`src/rtl/fifo_ram_ctrl_if.sv`:
```
// Handshake bundle between the FIFO controller, its stream neighbours and the 16x8 registered-read RAM.
// The slave side is the controller; the master side is everything around it (producer, consumer, RAM).
interface fifo_ram_ctrl_if #(
   parameter int DW = 8,
   parameter int AW = 4
);
   logic          s_valid;
   logic          s_ready;
   logic [DW-1:0] s_data;

   logic          m_valid;
   logic          m_ready;
   logic [DW-1:0] m_data;

   logic          ram_we;
   logic [AW-1:0] ram_waddr;
   logic [DW-1:0] ram_wdata;
   logic          ram_re;
   logic [AW-1:0] ram_raddr;
   logic [DW-1:0] ram_rdata;

   logic [AW+1:0] count;
   logic          empty;
   logic          full;

   modport slave (
      input  s_valid, s_data, m_ready, ram_rdata,
      output s_ready, m_valid, m_data,
      output ram_we, ram_waddr, ram_wdata, ram_re, ram_raddr,
      output count, empty, full
   );

   modport master (
      output s_valid, s_data, m_ready, ram_rdata,
      input  s_ready, m_valid, m_data,
      input  ram_we, ram_waddr, ram_wdata, ram_re, ram_raddr,
      input  count, empty, full
   );
endinterface

```
`src/rtl/fifo_ram_ctrl.sv`:
```
// Synchronous FIFO controller in front of a registered-read dual-port RAM; a 2-entry
// output buffer absorbs the one-cycle read latency so the read side sustains 1 word/cycle.
module fifo_ram_ctrl #(
   parameter int DW    = 8,
   parameter int AW    = 4,
   parameter int DEPTH = 16
) (
   input logic            clk,
   input logic            rst,
   fifo_ram_ctrl_if.slave bus
);

   localparam logic [AW:0]   OCC_FULL   = (AW+1)'(DEPTH);
   localparam logic [AW+1:0] COUNT_FULL = (AW+2)'(DEPTH + 2);

   logic [AW-1:0] r_wptr;
   logic [AW-1:0] r_rptr;
   logic [AW:0]   r_ram_occ;
   logic          r_inflight;
   logic [DW-1:0] r_obuf [2];
   logic [1:0]    r_obuf_cnt;

   logic          w_push;
   logic          w_pop;
   logic          w_issue;
   logic [2:0]    w_pending;
   logic [DW-1:0] w_obuf_nxt [2];
   logic [1:0]    w_cnt_nxt;
   logic [AW+1:0] w_count;

   assign w_push = bus.s_valid & bus.s_ready;
   assign w_pop  = bus.m_valid & bus.m_ready;

   // Words already owed to the output buffer after this edge's pop; keep it below 2 so a landing always fits.
   assign w_pending = {1'b0, r_obuf_cnt} + {2'b00, r_inflight} - {2'b00, w_pop};
   assign w_issue   = (r_ram_occ != '0) && (w_pending < 3'd2);

   always_comb begin
      w_obuf_nxt[0] = r_obuf[0];
      w_obuf_nxt[1] = r_obuf[1];
      w_cnt_nxt     = r_obuf_cnt;
      if (w_pop) begin
         w_obuf_nxt[0] = r_obuf[1];
         w_cnt_nxt     = r_obuf_cnt - 2'd1;
      end
      // The RAM result lands behind whatever survives the pop.
      if (r_inflight) begin
         if (w_cnt_nxt == 2'd0) begin
            w_obuf_nxt[0] = bus.ram_rdata;
         end else begin
            w_obuf_nxt[1] = bus.ram_rdata;
         end
         w_cnt_nxt = w_cnt_nxt + 2'd1;
      end
   end

   always_ff @(posedge clk) begin
      if (rst) begin
         r_wptr     <= '0;
         r_rptr     <= '0;
         r_ram_occ  <= '0;
         r_inflight <= 1'b0;
         r_obuf[0]  <= '0;
         r_obuf[1]  <= '0;
         r_obuf_cnt <= '0;
      end else begin
         if (w_push) begin
            r_wptr <= r_wptr + AW'(1);
         end
         if (w_issue) begin
            r_rptr <= r_rptr + AW'(1);
         end
         case ({w_push, w_issue})
            2'b10:   r_ram_occ <= r_ram_occ + (AW+1)'(1);
            2'b01:   r_ram_occ <= r_ram_occ - (AW+1)'(1);
            default: r_ram_occ <= r_ram_occ;
         endcase
         r_inflight <= w_issue;
         r_obuf[0]  <= w_obuf_nxt[0];
         r_obuf[1]  <= w_obuf_nxt[1];
         r_obuf_cnt <= w_cnt_nxt;
      end
   end

   assign w_count = {1'b0, r_ram_occ}
                  + {{(AW+1){1'b0}}, r_inflight}
                  + {{AW{1'b0}}, r_obuf_cnt};

   assign bus.s_ready   = (r_ram_occ < OCC_FULL);
   assign bus.m_valid   = (r_obuf_cnt != 2'd0);
   assign bus.m_data    = r_obuf[0];
   assign bus.ram_we    = w_push;
   assign bus.ram_waddr = r_wptr;
   assign bus.ram_wdata = bus.s_data;
   assign bus.ram_re    = w_issue;
   assign bus.ram_raddr = r_rptr;
   assign bus.count     = w_count;
   assign bus.empty     = (w_count == '0);
   assign bus.full      = (w_count == COUNT_FULL);

endmodule
```
`src/flat_wrapper.sv`:
```
// flat-port wrapper written by rule: the top's interface ports become plain ports
module fifo_ram_ctrl_flat 
#(
   parameter int DW    = 8,
   parameter int AW    = 4,
   parameter int DEPTH = 16
)
  (clk, rst, bus_s_valid, bus_s_data, bus_m_ready, bus_ram_rdata, bus_s_ready, bus_m_valid, bus_m_data, bus_ram_we, bus_ram_waddr, bus_ram_wdata, bus_ram_re, bus_ram_raddr, bus_count, bus_empty, bus_full);
  fifo_ram_ctrl_if #(.DW(DW), .AW(AW)) bus_i ();
  input logic clk;
  input logic rst;
  input wire logic [$bits(bus_i.s_valid)-1:0] bus_s_valid;
  input wire logic [$bits(bus_i.s_data)-1:0] bus_s_data;
  input wire logic [$bits(bus_i.m_ready)-1:0] bus_m_ready;
  input wire logic [$bits(bus_i.ram_rdata)-1:0] bus_ram_rdata;
  output wire logic [$bits(bus_i.s_ready)-1:0] bus_s_ready;
  output wire logic [$bits(bus_i.m_valid)-1:0] bus_m_valid;
  output wire logic [$bits(bus_i.m_data)-1:0] bus_m_data;
  output wire logic [$bits(bus_i.ram_we)-1:0] bus_ram_we;
  output wire logic [$bits(bus_i.ram_waddr)-1:0] bus_ram_waddr;
  output wire logic [$bits(bus_i.ram_wdata)-1:0] bus_ram_wdata;
  output wire logic [$bits(bus_i.ram_re)-1:0] bus_ram_re;
  output wire logic [$bits(bus_i.ram_raddr)-1:0] bus_ram_raddr;
  output wire logic [$bits(bus_i.count)-1:0] bus_count;
  output wire logic [$bits(bus_i.empty)-1:0] bus_empty;
  output wire logic [$bits(bus_i.full)-1:0] bus_full;
  assign bus_i.s_valid = bus_s_valid;
  assign bus_i.s_data = bus_s_data;
  assign bus_i.m_ready = bus_m_ready;
  assign bus_i.ram_rdata = bus_ram_rdata;
  assign bus_s_ready = bus_i.s_ready;
  assign bus_m_valid = bus_i.m_valid;
  assign bus_m_data = bus_i.m_data;
  assign bus_ram_we = bus_i.ram_we;
  assign bus_ram_waddr = bus_i.ram_waddr;
  assign bus_ram_wdata = bus_i.ram_wdata;
  assign bus_ram_re = bus_i.ram_re;
  assign bus_ram_raddr = bus_i.ram_raddr;
  assign bus_count = bus_i.count;
  assign bus_empty = bus_i.empty;
  assign bus_full = bus_i.full;
  fifo_ram_ctrl #(.DW(DW), .AW(AW), .DEPTH(DEPTH)) u_core (.clk(clk), .rst(rst), .bus(bus_i));
endmodule
```
`config.mk`:
```
export PLATFORM = sky130hd
export DESIGN_NAME = fifo_ram_ctrl_flat
export DESIGN_NICKNAME = d
export VERILOG_FILES = /design/src/rtl/fifo_ram_ctrl_if.sv /design/src/rtl/fifo_ram_ctrl.sv /design/src/flat_wrapper.sv
export SDC_FILE = /design/constraint.sdc
export NUM_CORES = 1
export LEC_CHECK = 0
export CORE_MARGIN = 2
export CORE_UTILIZATION = 47
export CTS_CLUSTER_SIZE = 25
export DETAILED_ROUTE_END_ITERATION = 16
export PLACE_DENSITY = 0.8
export SLEW_MARGIN = 0
export SYNTH_ARGS = -nofsm -noshare
export SYNTH_HDL_FRONTEND = slang
export SYNTH_SLANG_ARGS = --single-unit
```
`constraint.sdc`:
```
create_clock -name clk -period 4.9 [get_ports clk]
set_clock_uncertainty 0.15 [all_clocks]
set_input_delay 0.98 -clock clk [delete_from_list [all_inputs] [get_ports clk]]
set_output_delay 0.98 -clock clk [all_outputs]
set_load 0.05 [all_outputs]
```
======== After elaboration in Yosys (flattened, before gate mapping) ========
Memory sizes are Yosys's and may differ from the RTL's.
Cells that the tools add are included.
W data, S select, Z words.
cells by class
  $add $sub $neg .......................... 10
  $mul .................................... 0
  divide/modulo/power cells ............... 0
  magnitude comparators ................... 2
  eq/ne operators ......................... 3
  shift-type cells ........................ 0
  mux-type cells .......................... 12
  bitwise logic cells ..................... 4
  reduce and logical (&&, ||, !) cells .... 6
operator list
  cell                   number
  $mux W8                5
  $mux W16               1
  $pmux W5 S2            1
  $add A4 B1 Y4 const B  2
  $add A5 B1 Y6          1
  $add A6 B2 Y6          1
  $eq A6 B5 Y1 const B   1
  $logic_not A6 Y1       1
  $add A5 B1 Y5 const B  1
  $lt A5 B5 Y1 const B   1
  $reduce_bool A5 Y1     1
  $sub A5 B1 Y5 const B  1
  $mux W2                2
  $reduce_bool A2 Y1     2
  $add A2 B1 Y3          1
  $lt A3 B2 Y1 const B   1
  $mux W1                3
  $sub A3 B1 Y3          1
  $add A2 B1 Y2 const B  1
  $and A1 B1 Y1          2
  $eq A2 B1 Y1 const B   1
  $eq A2 B2 Y1 const B   1
  $logic_not A2 Y1       1
  $or A1 B1 Y1           2
  2 further kinds        2
storage, ports and cells
  bits in registers ....................... 16
  bits in latches ......................... 0
  memory bits (writable) .................. 16
  bits in read-only memories .............. 0
  input bits .............................. 20
  output and inout port bits .............. 36
  word-level logic and storage cells ...... 43
  memories ................................ 1
memories
  memory         depth  bits a word  rd ports  clocked after Yosys merged registers in  wr ports  RTL line             RTL
  u_core.r_obuf  2      8            2         0                                        2         fifo_ram_ctrl.sv:20  logic [DW-1:0] r_obuf [2];

======== Depth between registers and ports, before layout ========
Gate-level depths: netlist (run 1).
  word-level depth ........................ 7
  mapped depth ............................ 18

======== Worst setup path after synthesis (run 1) ========
No wires, ideal clock.
  kind .................................... input-to-reg
  start point ............................. input port bus_m_ready
  end point ............................... register u_core.r_ram_occ[4]
  setup time .............................. 121 ps
  data arrival time ....................... 4521 ps
  setup slack ............................. 108 ps
  stages on the path ...................... 16
  cells stage by stage .................... nand2b_1 -> buf_2 -> inv_1 -> ha_1 -> nand2b_1 -> fa_1 -> xnor2_1 -> o211ai_4 -> inv_1 -> ha_1 -> inv_1 -> fa_1 -> nand2b_1 -> a21oi_1 -> mux2i_1 -> mux2_2
on the way
  longest elaborated chain between the ends .. 6
  elaborated cells on any way between the ends .. 8
  classes of those cells .................. 1 x add/sub; 1 x order compare; 2 x eq/ne; 1 x mux; 1 x bitwise; 2 x reduce/logical
RTL lines
  element                                            RTL line             RTL
  from (decl)                                        flat_wrapper.sv:14   input wire logic [$bits(bus_i.m_ready)-1:0] bus_m_ready;
  $and A1 B1 Y1 *                                    fifo_ram_ctrl.sv:32  assign w_pop = bus.m_valid & bus.m_ready;
  $sub A3 B1 Y3 *                                    fifo_ram_ctrl.sv:35  assign w_pending = {1'b0, r_obuf_cnt} + {2'b00, r_inflight} - {2'b00, w_pop};
  $lt A3 B2 Y1 *                                     fifo_ram_ctrl.sv:36  assign w_issue = (r_ram_occ != '0) && (w_pending < 3'd2);
  $logic_and A1 B1 Y1 *                              fifo_ram_ctrl.sv:36
  via bus_ram_re                                     flat_wrapper.sv:22   output wire logic [$bits(bus_i.ram_re)-1:0] bus_ram_re;
  $eq A2 B1 Y1 or $eq A2 B2 Y1 (tied branches)       fifo_ram_ctrl.sv:73  case ({w_push, w_issue})
  $pmux W5 S2 or $reduce_bool A2 Y1 (tied branches)  --
  to (signal assigned)                               fifo_ram_ctrl.sv:74  2'b10: r_ram_occ <= r_ram_occ + (AW+1)'(1);
  to (signal assigned)                               fifo_ram_ctrl.sv:75  2'b01: r_ram_occ <= r_ram_occ - (AW+1)'(1);
  to (signal assigned)                               fifo_ram_ctrl.sv:76  default: r_ram_occ <= r_ram_occ;
  to (decl)                                          fifo_ram_ctrl.sv:18  logic [AW:0] r_ram_occ;
The timed path passes the listed nets; every way through them passes the cells marked *.
A chain may end at the register's enable or synchronous reset.

======== Final worst setup path (run 1) ========
  start point ............................. input port bus_m_ready
  end point ............................... register u_core.r_ram_occ[4]
on the way
  longest elaborated chain between the ends .. 6
  elaborated cells on any way between the ends .. 8
  classes of those cells .................. 1 x add/sub; 1 x order compare; 2 x eq/ne; 1 x mux; 1 x bitwise; 2 x reduce/logical
RTL lines
  element                                            RTL line
  $and A1 B1 Y1 *                                    fifo_ram_ctrl.sv:32
  $sub A3 B1 Y3 *                                    fifo_ram_ctrl.sv:35
  $lt A3 B2 Y1 *                                     fifo_ram_ctrl.sv:36
  $logic_and A1 B1 Y1 *                              fifo_ram_ctrl.sv:36
  $eq A2 B1 Y1 or $eq A2 B2 Y1 (tied branches)       fifo_ram_ctrl.sv:73
  $pmux W5 S2 or $reduce_bool A2 Y1 (tied branches)  --
Mark *: on every way between the ends. The rest lies on a longest branch, timed or not.

==> metrics.txt, run 1 <==
clk_lat worst skew 0.27 ns; largest net degree at the start of global routing 36; CTS tree built; IO buf count 39; Worst Hold Depth 2; Core Util, Final around 61%; Leak 0.9397 nW; Syn Inst Count 200; Post-CTS Resized 0; vias 1330; die area 0.004382 mm2; mean post-synth cell area 9.090 um2; Die Y 66.20 um; die width about 66 um; Least-Margin Pin Slew between 0.5 and 0.6 ns; hold_buf cts 0; power per cell area 726.7 mW/mm2; status complete, no violations; DRT Pass-1 Iters 4; share of layout cells above drive strength 1 7.080%; CTS H-Tree Depth 2; Hold Crit Class register to register; Initial DRC Count 74; initial antenna violation count 0; flop2flop setup slack 0.68 ns; clk sink count 32; worst path arrival time 4.58 ns; CTS clock-pin slew for the worst setup and hold paths ~0.070 ns; CTS Buffer Depth 2; DR DRC count 0; synthesized flop and latch total 32; I/O pins 56; RSZ-0062 raised after global routing no; R2R depth 17; post-DR wirelength/cell 11.99 um; crit-path max FO 5; YS warnings 0; period utilisation layout 93.15%; All-Layer GR Usage roughly 16%; Yosys cell types 33; crit end category register; Worst Hold Endpoint u_core.r_obuf[0][9]; Placer Congestion 0.7961; Min Clock Period, post-route 4.564 ns; kind of critical path input pin to register; CP startpoint bus_m_ready; Worst EP required 4.91 ns; post-synthesis sequential area ratio 35.24%; maximum capacitance violations 0; hold path startpoint u_core.r_obuf[0][9]; f_max around 0.22 GHz; Hold Fails Final Rpt 0; Root Buffer clkbuf_8; Starting Density between 40% and 50%; Top FF cell, synth dfxtp_1; Cell Area, Synth 0.001818 mm2; Antenna Violating Nets Remaining 0; worst vdd ir 0.3423 mV; # diodes 0; EDFF count, synth 0; total grt overflow 0; Post-DP HPWL 2374 um; Synth Net Count approximately 230; Post-Route WL between 3000 and 4000 um; vias in the first global route 1220; Worst Setup Start Kind input pin; FF-to-FF Start u_core.r_obuf_cnt[1]; Final TNS setup 0 ns; Worst R2R End u_core.r_ram_occ[4]; Finish-stage setup viols 0; Syn-to-layout area delta 23.26%; Cell Rows 22; CTS buffer count 5; number of setup buffers added after CTS 0; Slew HR roughly 64%; Max Slew Vio Count 0; core region area 0.003689 mm2; fraction of registers with async set or reset after synthesis 0%; NumNets Final 259; first-pass GRT wire length 5416 um; Via density 4.854
[layer usage]
| metal | global-route usage [%] | routed length (um) | vias up |
|---|---|---|---|
| met5 | 0 | 0 | - |
| met4 | 5.867 | 31 | 0 |
| met3 | 5.281 | 160 | 2 |
| met2 | 25.12 | 1502 | 25 |
| met1 | 20.78 | 1591 | 604 |
| li1 | - | - | 699 |
[cells by family after synthesis]
| kind of cell | count (synthesis) | share of synthesized area, % |
|---|---|---|
| buffers and inverters | 38 | 12.11 |
| adder cells (fa/ha/maj) | 14 | 11.29 |
| AND/OR/NAND/NOR | 62 | 15.90 |
| multiplexers | 20 | 11.08 |
| AO/OA/AOI/OAI | 21 | 8.121 |
| flip-flops | 32 | 35.24 |
| XOR/XNOR | 13 | 6.263 |
[synth_stat cells (all sizes together), types with 2 or more instances]
cell type | number | area, um2
nand3 | 2 | 10.01
nand2b | 3 | 18.77
xor2 | 6 | 52.55
clkbuf | 5 | 18.77
dfxtp | 32 | 640.6
nand2 | 4 | 15.01
buf | 18 | 136.4
inv | 14 | 52.55
a21oi | 8 | 40.04
fa | 4 | 80.08
o21ai | 2 | 10.00
nor4 | 3 | 18.77
or3 | 3 | 18.77
xnor2 | 7 | 61.31
nor2 | 41 | 156.4
ha | 10 | 125.1
mux2i | 19 | 190.2
a211oi | 8 | 60.06
[metrics by stage]
stage	total power, mW	worst slack, ns	cell area (um2)	std cells	hold slack [ns]
floorplan	1.151	0.1083	1818	200	0.3096
global placement	1.374	0.2057	2133	266	0.3229
detailed placement	1.392	0.1074	2133	266	0.3340
CTS	1.645	0.3111	2241	274	0.3512
global route	1.739	0.1467	2241	274	0.3650
finish	1.628	0.3358	2241	274	0.3463
[sequential cells by signal (all words and copies together), names as in the netlist]
signal	cells
u_core.bus.ram_raddr	4
u_core.bus.ram_waddr	4
u_core.r_inflight	1
u_core.r_obuf	16
u_core.r_obuf_cnt	2
u_core.r_ram_occ	5
[where the power goes]
part / switching (mW) / leakage, nW / total, mW / internal [mW]
Sequential: 0.0564 / 0.261 / 0.378 / 0.322
Clock: 0.0924 / 0.0552 / 0.243 / 0.151
Combinational: 0.612 / 0.624 / 1.01 / 0.395
Total: 0.760 / 0.940 / 1.63 / 0.868
[cell usage in the layout, fill, tap and decap left out]
cell type / n
clkinv_2: 1
fa_1: 4
nand4_1: 1
inv_1: 14
nand2_1: 4
mux2_2: 1
bufinv_16: 1
o21ai_0: 1
nand3b_1: 1
xnor2_1: 7
clkbuf_8: 5
dfxtp_1: 32
clkdlybuf4s50_1: 38
or4_4: 1
buf_12: 1
mux2i_1: 19
and2b_2: 1
or2b_1: 1
a21oi_1: 8
nor2_2: 1
nor2_1: 40
o2111ai_1: 1
clkbuf_1: 1
a211oi_1: 8
buf_4: 3
or3_1: 3
nor4bb_1: 1
xor2_1: 6
ha_1: 10
nand2b_1: 3
o211ai_4: 1
o21ai_1: 1
a21o_1: 1
nand3_1: 2
nor4_1: 3
[layout make-up]
cell class / instances / area, um2
tap: 48 / 60.06
inverter: 14 / 52.55
fill: 331 / 1448
multi-input combinational: 130 / 957.2
clock inverter: 2 / 35.03
clock buffer: 6 / 72.57
sequential: 32 / 640.6
timing repair buffer: 42 / 422.9
[how the worst max path moves through the flow]
stage / end / slack (ns) / cells after the start
after floorplan: u_core.r_ram_occ[4] / 0.11 / 16
after global placement: u_core.r_ram_occ[4] / 0.21 / 16
after detailed placement: u_core.r_ram_occ[4] / 0.11 / 16
after CTS: u_core.r_ram_occ[4] / 0.31 / 16
after global routing: u_core.r_ram_occ[4] / 0.15 / 16
final: u_core.r_ram_occ[4] / 0.34 / 16
[worst max-delay path, stage by stage]
cell             delay, ns
clkdlybuf4s50_1       0.48
nand2b_1              0.08
inv_1                 0.06
ha_1                  0.22
nand2b_1              0.16
fa_1                  0.39
xnor2_1               0.34
o211ai_4              0.12
inv_1                 0.13
ha_1                  0.26
inv_1                 0.10
fa_1                  0.39
nand2b_1              0.16
a21oi_1               0.15
mux2i_1               0.21
mux2_2                0.34
(Power assumes the default switching activity.)
==> run 2, diff against run 1 <==
Settings changed: GPL_ROUTABILITY_DRIVEN set to 0.
==> results of run 2 <==
Final layout, timing and power as in run 1 (identical DEF).
==> run 3, diff against run 2 <==
Clock period 4.9 ns to 4.2 ns, I/O delays scaled along.
==> run 3 against run 2 <==
Compared with the run above:
- worst hold slack lost 0.0047 ns
- utilization grew 2.7 points
- first-iteration DRC count shrank 45%
- largest power group unchanged
- global-route usage grew 0.91 points
- sequential share of layout area shrank 1.2 points
==> metrics.txt, run 3 (synthesis results as in run 1) <==
commonest non-fill, non-tap cell in the layout nor2_1; kind of critical path input pin to register; Post-DP Area 0.002207 mm2 (+3.5%); Post-DP HPWL 2399 um (+1.0%); f_max ~0.25 GHz; Least-Margin Pin Slew 0.5505 ns (+0.01696 ns); I/O pins 56 (unchanged); initial antenna violation count 0 (unchanged); Hold Fails Final Rpt 0 (unchanged); Post-Layout Inst Area 0.002340 mm2 (+4.4%); Crit-path slowest cell clkdlybuf4s50_1; hold path startpoint u_core.bus.ram_raddr[3]; CTS tree built; Worst R2R End u_core.r_ram_occ[4]; first-pass GRT wire length 5823 um (+7.5%); All-Layer GR Usage 17.05% (+0.91 points); Leak 0.9728 nW (+3.5%); status complete, no violations; vias 1389 (+4.4%); Cell Rows 22 (unchanged); Finish-stage setup viols 0 (unchanged); Post-Route WL 3353 um (+2.1%); Syn-to-layout area delta 28.70%; Starting Density 49.29% (unchanged); Min Clock Period, post-route 3.983 ns; IO buf count 39 (unchanged); DR DRC count 0 (unchanged); core region area 0.003689 mm2 (unchanged); Crit path top cell by count nand2b_1; maximum capacitance violations 0 (unchanged); crit-path max FO 2 (-3); Final TNS setup 0 ns (unchanged); Slew HR 63.26% (-1.1 points); Initial DRC Count 41 (-45%); critical path cell sequence clkdlybuf4s50_1, nand2b_1, inv_1, ha_1, nand2b_1, fa_2, xnor2_4, o211ai_4, clkinvlp_4, ha_2, inv_1, fa_2, nand2b_1, a21oi_2, mux2i_1, mux2_2; Max Slew Vio Count 0 (unchanged); Worst EP required 4.23 ns (-0.68 ns); DRT Pass-1 Iters 5 (+1); fin cells 282 (+2.9%); Worst Hold Depth 2 (unchanged); CTS clock-pin slew for the worst setup and hold paths 0.07 ns (about the same); clk_lat worst skew 0.28 ns (about the same); die width 66.20 um (unchanged); R2R depth 17 (unchanged); Post-CTS Resized 0 (unchanged); Crit path buffers/inverters 4 (unchanged); CTS buffer count 5 (unchanged); # diodes 0 (unchanged); vias in the first global route 1322 (+8.4%); period utilisation layout 94.84%; Antenna Violating Nets Remaining 0 (unchanged); RSZ-0062 raised after global routing no; Worst Setup Start Kind input pin; Critical Path Max Stage Delay 0.48 ns (about the same); share of layout cells above drive strength 1 13.68% (+6.6 points); number of setup buffers added after CTS 0 (unchanged); hold_buf cts 0 (unchanged); worst vdd ir 0.6628 mV (+94%); flop2flop setup slack 0.41 ns (-0.27 ns); CTS Buffer Depth 2 (unchanged); top flop regs u_core.r_obuf (16), u_core.r_ram_occ (5); delay-heaviest family, CP adder cells; Via density 4.926 (+1.5%); NumNets Final 267 (+3.1%); FF-to-FF Start u_core.r_obuf_cnt[1]; CTS H-Tree Depth 2 (unchanged); worst path arrival time 4.01 ns (-0.57 ns); fillcell total 327 (-1.2%); Hold Crit Class register to register; Die Y 66.20 um (unchanged); power per cell area 877.7 mW/mm2 (+21%); Root Buffer clkbuf_8; Biggest register u_core.r_obuf; largest net degree at the start of global routing 36 (unchanged); commonest cells after routing, fill and taps aside nor2_1, clkdlybuf4s50_1, dfxtp_1, mux2i_1, inv_1; max FFs per register 16 (unchanged); die area 0.004382 mm2 (unchanged); Placed Cells 274 (+3.0%); clk sink count 32 (unchanged); Worst Hold Endpoint u_core.bus.ram_raddr[3]; post-DR wirelength/cell 11.89 um (-0.83%); Pwr Total 2.054 mW (+26%); total grt overflow 0 (unchanged); crit end category register
[run 3: changes by cell type in the layout (fill, tap and decap cells not counted), moves of 2 or more]
cell        previous run  this run
fa_2                   0         2
buf_4                  3        11
fa_1                   4         2
clkinvlp_4             0         2
[run 3: final cells by class]
cell class	instances	area [um2]	area share, %
clock buffers	5	68.82	2.941
inverters	14	56.30	2.406
repair buffers	50	483.0	20.64
flip-flops and latches	32	641.9	27.43
well taps	48	60.06	2.567
multi-input cells	130	987.2	42.19
clock inverters	3	42.54	1.818
[run 3: routing by layer]
layer / wire length, um / GRT usage, %
met1: 1577 / 22.10
met2: 1575 / 27.75
met3: 151 / 3.748
met4: 48 / 6.122
met5: 0 / 0
[run 3: worst min-delay path, delay by kind of cell (launching register included)]
family	cells	cell delay (ns)
AO/OA/AOI/OAI	2	0.13
flip-flops	1	0.32
[run 3: how the worst max path moves through the flow]
| stage | to | cells past startpoint | startpoint | slack [ns] |
|---|---|---|---|---|
| floorplan | bus_empty | 6 | u_core.r_ram_occ[0] | -0.19 |
| global placement | u_core.r_ram_occ[4] | 16 | bus_m_ready | -0.14 |
| detailed placement | u_core.r_ram_occ[4] | 16 | bus_m_ready | -0.22 |
| CTS | u_core.r_ram_occ[4] | 16 | bus_m_ready | 0.07 |
| global route | u_core.r_ram_occ[4] | 16 | bus_m_ready | 0.0009 |
| finish | u_core.r_ram_occ[4] | 16 | bus_m_ready | 0.22 |
[run 3: report_power, final]
part	leakage (nW)	switching (mW)	internal, mW
sequential	0.261	0.0631	0.377
combinational	0.658	0.755	0.561
clock	0.0541	0.121	0.175
[run 3: through the flow]
step           worst slack, ns  utilization (%)  hold slack, ns
6_report                0.2168            63.43          0.3416
5_1_grt              0.0009095            63.43          0.3794
4_1_cts                0.06885            62.86          0.3491
3_5_place_dp           -0.2179            59.84          0.3321
3_3_place_gp           -0.1441            59.84          0.3239
2_1_floorplan          -0.1942                -          0.3096
